## src/rtl/clkdiv_pkg.sv

```systemverilog
// Shared constants for the clock-divider sequencer: FSM state encodings and reset divide value.
package clkdiv_pkg;

  typedef logic [1:0] state_t;

  localparam state_t IDLE  = 2'd0;
  localparam state_t RUN   = 2'd1;
  localparam state_t DRAIN = 2'd2;

  // 16 kHz divided output from a 100 MHz clock
  localparam int unsigned DIV_INIT_DEFAULT = 3124;

  localparam int unsigned TICK_CNT_W = 32;

endpackage

```

## src/rtl/clkdiv_if.sv

```systemverilog
// Divide-value configuration handshake (valid/ready) between a config master and the sequencer.
interface clkdiv_if #(
  parameter int unsigned WIDTH = 16
);

  logic             cfg_valid;
  logic [WIDTH-1:0] cfg_div;
  logic             cfg_ready;

  modport master (output cfg_valid, output cfg_div, input cfg_ready);
  modport slave  (input cfg_valid, input cfg_div, output cfg_ready);

endinterface

```

## src/rtl/clkdiv_core.sv

```systemverilog
// Half-period counter, compare and output toggle. wrap is combinational so the
// sequencer can act on the same edge that the counter rolls over.
module clkdiv_core #(
  parameter int unsigned WIDTH = 16
) (
  input  logic             clk,
  input  logic             en,
  input  logic             clr,
  input  logic [WIDTH-1:0] div,
  output logic             wrap,
  output logic             divided_clk
);

  logic [WIDTH-1:0] count;

  assign wrap = en && (count == div);

  // Count up to div, then restart and toggle the output
  always_ff @(posedge clk) begin
    if (clr) begin
      count       <= '0;
      divided_clk <= 1'b0;
    end else if (en) begin
      if (wrap) begin
        count       <= '0;
        divided_clk <= ~divided_clk;
      end else begin
        count <= count + WIDTH'(1);
      end
    end
  end

endmodule

```

## src/rtl/clkdiv_sequencer.sv

```systemverilog
// Clock-divider sequencer: IDLE/RUN/DRAIN control, divide-value handshake with
// a one-deep pending slot applied on wrap boundaries.
// Optional feature: define CLKDIV_TICKCNT_EN to add the 32-bit tick_count output.
module clkdiv_sequencer
  import clkdiv_pkg::*;
#(
  parameter int unsigned WIDTH    = 16,
  parameter int unsigned DIV_INIT = DIV_INIT_DEFAULT
) (
  input  logic          clk,
  input  logic          rst,
  input  logic          run,
  clkdiv_if.slave       cfg,
  output logic          divided_clk,
  output logic          tick,
  output logic          busy
`ifdef CLKDIV_TICKCNT_EN
  ,
  output logic [TICK_CNT_W-1:0] tick_count
`endif
);

  state_t           state;
  state_t           state_nxt;
  logic [WIDTH-1:0] div_reg;
  logic [WIDTH-1:0] pend_reg;
  logic             pend_valid;
  logic             wrap;
  logic             core_en;
  logic             core_clr;
  logic             xfer;

  assign core_en       = (state != IDLE);
  assign core_clr      = rst || (state == IDLE);
  assign xfer          = cfg.cfg_valid && !pend_valid;
  assign cfg.cfg_ready = ~pend_valid;

  clkdiv_core #(.WIDTH(WIDTH)) u_core (
    .clk         (clk),
    .en          (core_en),
    .clr         (core_clr),
    .div         (div_reg),
    .wrap        (wrap),
    .divided_clk (divided_clk)
  );

  // State register
  always_ff @(posedge clk) begin
    if (rst) state <= IDLE;
    else     state <= state_nxt;
  end

  // Next-state: DRAIN finishes only on the wrap that drives the output low
  always_comb begin
    state_nxt = state;
    case (state)
      IDLE:    if (run) state_nxt = RUN;
      RUN:     if (!run) state_nxt = DRAIN;
      DRAIN: begin
        if (run)                      state_nxt = RUN;
        else if (wrap && divided_clk) state_nxt = IDLE;
      end
      default: state_nxt = IDLE;
    endcase
  end

  // Divide value: direct load when idle, otherwise staged and applied at the next wrap
  always_ff @(posedge clk) begin
    if (rst) begin
      div_reg    <= WIDTH'(DIV_INIT);
      pend_reg   <= '0;
      pend_valid <= 1'b0;
    end else if (state == IDLE) begin
      if (pend_valid) begin
        div_reg    <= pend_reg;
        pend_valid <= 1'b0;
      end else if (xfer) begin
        div_reg <= cfg.cfg_div;
      end
    end else begin
      if (wrap && pend_valid) begin
        div_reg    <= pend_reg;
        pend_valid <= 1'b0;
      end
      if (xfer) begin
        pend_reg   <= cfg.cfg_div;
        pend_valid <= 1'b1;
      end
    end
  end

  // Registered status outputs
  always_ff @(posedge clk) begin
    if (rst) begin
      tick <= 1'b0;
      busy <= 1'b0;
    end else begin
      tick <= wrap;
      busy <= (state_nxt != IDLE);
    end
  end

`ifdef CLKDIV_TICKCNT_EN
  // Toggle counter, cleared when the sequencer returns to IDLE
  always_ff @(posedge clk) begin
    if (rst)                                    tick_count <= '0;
    else if (state != IDLE && state_nxt == IDLE) tick_count <= '0;
    else if (wrap)                              tick_count <= tick_count + TICK_CNT_W'(1);
  end
`endif

endmodule

```

## src/flat_wrapper.sv

```systemverilog
// flat-port wrapper written by rule: the top's interface ports become plain ports
module clkdiv_sequencer_flat import clkdiv_pkg::*;
#(
  parameter int unsigned WIDTH    = 16,
  parameter int unsigned DIV_INIT = DIV_INIT_DEFAULT
)
  (clk, rst, run, divided_clk, tick, busy, cfg_cfg_valid, cfg_cfg_div, cfg_cfg_ready);
  clkdiv_if #(.WIDTH(WIDTH)) cfg_i ();
  input  logic clk;
  input  logic rst;
  input  logic run;
  output logic divided_clk;
  output logic tick;
  output logic busy;
  input wire logic [$bits(cfg_i.cfg_valid)-1:0] cfg_cfg_valid;
  input wire logic [$bits(cfg_i.cfg_div)-1:0] cfg_cfg_div;
  output wire logic [$bits(cfg_i.cfg_ready)-1:0] cfg_cfg_ready;
  assign cfg_i.cfg_valid = cfg_cfg_valid;
  assign cfg_i.cfg_div = cfg_cfg_div;
  assign cfg_cfg_ready = cfg_i.cfg_ready;
  clkdiv_sequencer #(.WIDTH(WIDTH), .DIV_INIT(DIV_INIT)) u_core (.clk(clk), .rst(rst), .run(run), .cfg(cfg_i), .divided_clk(divided_clk), .tick(tick), .busy(busy));
endmodule
```

## config.mk

```make
export PLATFORM = sky130hd
export DESIGN_NAME = clkdiv_sequencer_flat
export DESIGN_NICKNAME = d
export VERILOG_FILES = /design/src/rtl/clkdiv_pkg.sv /design/src/rtl/clkdiv_if.sv /design/src/rtl/clkdiv_core.sv /design/src/rtl/clkdiv_sequencer.sv /design/src/flat_wrapper.sv
export SDC_FILE = /design/constraint.sdc
export NUM_CORES = 1
export LEC_CHECK = 0
export ABC_AREA = 1
export CORE_MARGIN = 5
export CORE_UTILIZATION = 62
export DETAILED_ROUTE_END_ITERATION = 10
export GPL_TIMING_DRIVEN = 0
export PLACE_DENSITY = 0.92
export RECOVER_POWER = 50
export SYNTH_ARGS = -nofsm -noshare
export SYNTH_HDL_FRONTEND = slang
export SYNTH_HIERARCHICAL = 1
export SYNTH_SLANG_ARGS = --single-unit
```

## constraint.sdc

```tcl
create_clock -name clk -period 3.35 [get_ports clk]
set_clock_uncertainty 0.2 [all_clocks]
set_input_delay 0.67 -clock clk [delete_from_list [all_inputs] [get_ports clk]]
set_output_delay 0.67 -clock clk [all_outputs]
set_load 0.02 [all_outputs]
```

==> impl_metrics.env, run 1 <==
export IMPL_fillers=374
export IMPL_synth_top_cell_area_share_pct=37.8
export IMPL_clockBufferDepth=2
export IMPL_start_util_pct=64.7
export IMPL_gp_congestion=0.931
export IMPL_hold_viol_final=0
export IMPL_ys_seq_elements=54
export IMPL_antenna_found_initial=0
export IMPL_ys_types=28
export IMPL_ys_top_cells_by_area="dfxtp_1 38%, nand2_1 15%, nor2_1 14%, inv_1 8.8%, xor2_1 3.7%"
export IMPL_postLayoutCoreUtil_pct=72.8
export IMPL_irDropWorstVdd_mv=0.320
export IMPL_holdPathStages=2
export IMPL_r2r_cells=13
export IMPL_antenna_cells=0
export IMPL_crit_arrival_ns=2.54
export IMPL_cap_violations=0
export IMPL_final_cell_mix="118 x nand2_1, 108 x nor2_1, 69 x inv_1"
export IMPL_switching_share_pct=28.6
export IMPL_final_cells=536
export IMPL_die_width_microns=77.9
export IMPL_syn_cell_area_sq_um=2860
export IMPL_fp_coreArea_sq_um=4410
export IMPL_final_nets=504
export IMPL_vias_per_cell=5.16
export IMPL_crit_type="flop to flop"
export IMPL_min_period_over_period_pct=75.3
export IMPL_power_density_nw_per_um2=397
export IMPL_cts_sinks=54
export IMPL_grt_remaining_overflow=0
export IMPL_slew_headroom_pct=68.7
export IMPL_tritoncts_num_buffers=5
export IMPL_p_switching_uw=365
export IMPL_dp_cells=528
export IMPL_drive_above_1_share_pct=4.96
export IMPL_hold_path_class="flop to flop"
export IMPL_port_buffers=23
export IMPL_die_h_microns=77.9
export IMPL_synthesis_nets=474
export IMPL_grt_use_total_pct=21.4
export IMPL_p_leak_nw=1.49
export IMPL_cts_resized=0
export IMPL_cts_tree="done"
export IMPL_yosys_area_share_simple_pct=42.1
export IMPL_dr_pass1_iters=5
export IMPL_drt_iter0_markers=156
export IMPL_synth_compound_area_share_pct=3.72
export IMPL_seqPwrFrac_pct=54.8
export IMPL_post_dp_hpwl_microns=4850
export IMPL_ys_seq_area_share_pct=37.8
export IMPL_synth_xor_area_share_pct=4.29
export IMPL_ios=24
export IMPL_pwr_share_comb_pct=16.8
export IMPL_clk_insertion_delay_late_ns=0.31
export IMPL_design_die_area_sq_um=6070
export IMPL_fmax_mhz=396
export IMPL_grt_setup_unrepaired="no"
export IMPL_wl_per_cell_microns=11.8
export IMPL_grt_max_degree=18
export IMPL_register_area_sq_um=1080
export IMPL_synth_top_family_by_area="simple AND/OR/NAND/NOR gates"
export IMPL_htreeDepth=2
export IMPL_timing_setup_tns_ns=0
export IMPL_start_kind="flop"
export IMPL_std_cell_rows=24
export IMPL_critPathCaptureType="flop"
export IMPL_clockRootBuffer="clkbuf_8"
export IMPL_vias=2768
export IMPL_synth_fa_ha_area_share_pct=0.438
export IMPL_grt_pass1_wl_microns=10800
export IMPL_yosys_warnings=6
export IMPL_postCtsSetupBuffers=0
export IMPL_clkPwrFrac_pct=28.4
export IMPL_wirelength_microns=6310
export IMPL_postSynthCellCount=453
export IMPL_status="finished clean"
export IMPL_ant_nets=0
export IMPL_first_global_vias=2546
export IMPL_final_common_cell="nand2_1"
export IMPL_finalSetupViolCount=0
export IMPL_multi_input_area_sq_um=1420
export IMPL_layout_min_cycle_time_ns=2.52
export IMPL_p_int_uw=912
export IMPL_synth_top_cell_by_area="dfxtp_1"
export IMPL_required_ns=3.36
export IMPL_syn_avg_cell_area_sq_um=6.31
export IMPL_drv_slew=0
export IMPL_path_clk_slew_ns=0.10
export IMPL_syn2layout_area_growth_pct=12.4
export IMPL_drc_errors=0
export IMPL_tightestPinTransition_ns=0.469
export IMPL_cp_max_fo=10
export IMPL_synthMuxAreaShare_pct=0
export IMPL_hold_buffers=0
==> routing by layer <==
metal | share of wire, % | up-vias | global-route usage (%)
met2 | 50 | 87 | 37.8
met1 | 43 | 1238 | 24.7
met3 | 5.9 | 10 | 4.51
met4 | 1.6 | 0 | 9.80
li1 | - | 1433 | -
met5 | 0 | - | 0
==> layout make-up <==
class                           instances  area share (%)
Clock buffer                            5            2.14
Buffer                                 11            1.83
Inverter                               71            8.29
Sequential cell                        54            33.6
Multi-Input combinational cell        317            44.2
Tap cell                               52            2.02
Timing Repair Buffer                   23            7.17
Clock inverter                          3           0.662
==> kinds of logic (layout without fill, tap and decap cells) <==
kind of cell	count (synthesis)	in the layout
buffers and inverters	82	113
and+or+nand+nor	281	281
adders and majority gates	1	1
AOI/OAI and AO/OA	21	21
xor gates and xnor gates	14	14
DFF	54	54
==> power groups by stage <==
stage | clock, mW | sequential (mW) | combinational, mW
after floorplan | 0 | 0.707 | 0.154
after global placement | 0 | 0.711 | 0.210
after detailed placement | 0 | 0.713 | 0.216
after CTS | 0.376 | 0.699 | 0.218
after global routing | 0.401 | 0.703 | 0.243
final | 0.363 | 0.699 | 0.214
==> worst paths after layout <==
| check | startpoint | endpoint | slack (ns) |
|---|---|---|---|
| max reg2reg | u_core/state[1]$_SDFF_PP0_ | u_core/div_reg[7]$_SDFFE_PP0P_ | 0.83 |
| min reg2reg | u_core/pend_reg[5]$_SDFFE_PP0P_ | u_core/pend_reg[5]$_SDFFE_PP0P_ | 0.29 |
| min | u_core/pend_reg[5]$_SDFFE_PP0P_ | u_core/pend_reg[5]$_SDFFE_PP0P_ | 0.29 |
| max | u_core/state[1]$_SDFF_PP0_ | u_core/div_reg[7]$_SDFFE_PP0P_ | 0.83 |
==> per-stage QoR <==
step	cell area (sq um)	setup slack [ns]	hold WS, ns	total power [mW]
after floorplan	2860	1.42	0.255	0.861
after global routing	3210	0.633	0.312	1.35
final	3210	0.828	0.293	1.28
after detailed placement	3150	1.04	0.275	0.929
after CTS	3240	1.03	0.296	1.29
after global placement	3150	1.10	0.263	0.921
==> critical path: stages (launching register included) <==
cell	delay [ns]
dfxtp_1	0.37
nor2_1	0.10
inv_1	0.28
nand4_1	0.14
nor2_1	0.13
nand2_1	0.08
nor2_1	0.09
and2_0	0.22
nand2_1	0.23
nand2_2	0.21
buf_6	0.16
nand2_1	0.05
nor2_1	0.11
nor2_1	0.05
==> cell usage after synthesis <==
| cell | number |
|---|---|
| a21oi_1 | 1 |
| and2_1 | 1 |
| buf_1 | 1 |
| buf_2 | 5 |
| buf_4 | 1 |
| buf_6 | 2 |
| clkbuf_1 | 2 |
| dfxtp_1 | 54 |
| ha_1 | 1 |
| inv_1 | 67 |
| inv_2 | 4 |
| nand2_1 | 117 |
| nand2_2 | 4 |
| nand2_4 | 1 |
| nand3_1 | 20 |
| nand3_2 | 1 |
| nand3b_1 | 12 |
| nand4_1 | 12 |
| nor2_1 | 106 |
| nor2_2 | 3 |
| nor2_4 | 1 |
| nor3_1 | 1 |
| nor4_1 | 1 |
| o21ai_0 | 19 |
| o22ai_1 | 1 |
| or2_2 | 1 |
| xnor2_1 | 2 |
| xor2_1 | 12 |
No activity file was read; power rests on OpenSTA's default activity.
==> run 2, diff against run 1 <==
- CORE_UTILIZATION: 62 -> 58
- PLACE_DENSITY: 0.92 -> 0.87
- clock period: 3.35 -> 2.6 ns (I/O delays scaled with it)
==> run 2 against run 1 <==
Against the previous run: power up 35%; final cell count grew 2.6%; sequential cell count did not move; critical path depth unchanged; design area is 1.4% higher; combinational power rose by 30%.
==> impl_metrics.env, run 2 (same netlist as run 1, synthesis figures left out) <==
export IMPL_status="finished clean"
export IMPL_final_common_cell="nand2_1"
export IMPL_finalSetupViolCount=0
export IMPL_post_dp_hpwl_microns=4800
export IMPL_seqPwrFrac_pct=52.0
export IMPL_final_cells=550
export IMPL_drc_errors=0
export IMPL_required_ns=2.61
export IMPL_hold_buffers=0
export IMPL_postLayoutCoreUtil_pct=68.6
export IMPL_cts_tree="done"
export IMPL_first_global_vias=2486
export IMPL_slowest_stage="dfxtp_1"
export IMPL_placed_cell_area_sq_um=3170
export IMPL_drt_iter0_markers=155
export IMPL_critPathCaptureType="flop"
export IMPL_ant_nets=0
export IMPL_final_cell_mix="118 x nand2_1, 106 x nor2_1, 68 x inv_1"
export IMPL_antenna_cells=0
export IMPL_wirelength_microns=6150
export IMPL_irDropWorstVdd_mv=0.394
export IMPL_postCtsSetupBuffers=0
export IMPL_clkPwrFrac_pct=32.0
export IMPL_cts_resized=0
export IMPL_htreeDepth=2
export IMPL_p_switching_uw=461
export IMPL_cts_sinks=54
export IMPL_critPathMaxStageDelay_ns=0.40
export IMPL_hold_viol_final=0
export IMPL_grt_use_total_pct=20.6
export IMPL_cap_violations=0
export IMPL_vias_per_cell=4.95
export IMPL_wl_per_cell_microns=11.2
export IMPL_design_die_area_sq_um=6430
export IMPL_fp_coreArea_sq_um=4750
export IMPL_tritoncts_num_buffers=5
export IMPL_grt_max_degree=17
export IMPL_final_nets=504
export IMPL_final_area_sq_um=3260
export IMPL_ios=24
export IMPL_grt_setup_unrepaired="no"
export IMPL_drv_slew=0
export IMPL_finalPower_mw=1.73
export IMPL_antenna_found_initial=0
export IMPL_timing_setup_tns_ns=0
export IMPL_gp_congestion=0.888
export IMPL_path_clk_slew_ns=0.09
export IMPL_tightestPinTransition_ns=0.453
export IMPL_die_width_microns=80.2
export IMPL_start_kind="flop"
export IMPL_clockRootBuffer="clkbuf_8"
export IMPL_dp_slack_ns=0.321
export IMPL_clockBufferDepth=2
export IMPL_syn2layout_area_growth_pct=14.1
export IMPL_crit_arrival_ns=2.34
export IMPL_switching_share_pct=26.6
export IMPL_port_buffers=23
export IMPL_cp_max_fo=10
export IMPL_fmax_mhz=430
export IMPL_hold_path_class="flop to flop"
export IMPL_p_leak_nw=1.50
export IMPL_clk_insertion_delay_late_ns=0.31
export IMPL_dp_cells=543
export IMPL_pwr_share_comb_pct=16.1
export IMPL_min_period_over_period_pct=89.5
export IMPL_std_cell_rows=25
export IMPL_whs_ns=0.291
export IMPL_power_density_nw_per_um2=531
export IMPL_crit_chain="nor2_4 -> inv_2 -> nand4_1 -> nor2_1 -> nand2_1 -> nor2_1 -> and2_1 -> nand2_1 -> nand2_2 -> buf_6 -> nand2_1 -> nor2_1 -> nor2_1"
export IMPL_drive_above_1_share_pct=5.38
export IMPL_dr_pass1_iters=4
export IMPL_vias=2720
export IMPL_layout_min_cycle_time_ns=2.33
export IMPL_finalWorstSetupSlack_ns=0.272
export IMPL_slew_headroom_pct=69.8
export IMPL_cp_common_cell="nor2_1"
export IMPL_start_util_pct=60.1
export IMPL_crit_type="flop to flop"
export IMPL_die_h_microns=80.2
export IMPL_p_int_mw=1.27
export IMPL_grt_remaining_overflow=0
export IMPL_grt_pass1_wl_microns=10500
run 2: power by group through the flow:
| stage | sequential (mW) | clock (mW) | combinational, mW |
|---|---|---|---|
| after global placement | 0.917 | 0 | 0.271 |
| after global routing | 0.905 | 0.593 | 0.315 |
| final | 0.899 | 0.553 | 0.278 |
| after CTS | 0.899 | 0.568 | 0.281 |
| after detailed placement | 0.918 | 0 | 0.279 |
| after floorplan | 0.911 | 0 | 0.199 |
run 2: metal layers:
metal / wire length [microns] / up-vias / global-route usage, %
met2: 2970 / 70 / 34.8
met5: 0 / - / 0
met4: 142 / 0 / 9.12
met3: 355 / 16 / 3.59
met1: 2690 / 1208 / 25.4
li1: - / 1426 / -
run 2: final cells by class:
cell class,count,area (sq um)
flip-flops and latches,54,1080
inverters,71,267
well taps,67,83.8
repair buffers,23,230
fillers,433,1500
multi-input cells,317,1430
clock buffers,5,68.8
clock inverters,2,38.8
plain buffers,11,58.8
run 2: path summary, 6_finish.rpt:
check	from	end	slack, ns	depth (start not counted)
min	u_core/pend_reg[15]$_SDFFE_PP0P_	u_core/pend_reg[15]$_SDFFE_PP0P_	0.29	2
max	u_core/state[1]$_SDFF_PP0_	u_core/div_reg[15]$_SDFFE_PP0P_	0.27	13
min reg2reg	u_core/pend_reg[15]$_SDFFE_PP0P_	u_core/pend_reg[15]$_SDFFE_PP0P_	0.29	2
max reg2reg	u_core/state[1]$_SDFF_PP0_	u_core/div_reg[15]$_SDFFE_PP0P_	0.27	13
run 2: critical path, delay by kind of cell, from the launching register on:
kind | cells | cell delay [ns]
buffers and inverters | 2 | 0.32
DFF | 1 | 0.40
and+or+nand+nor | 11 | 1.29
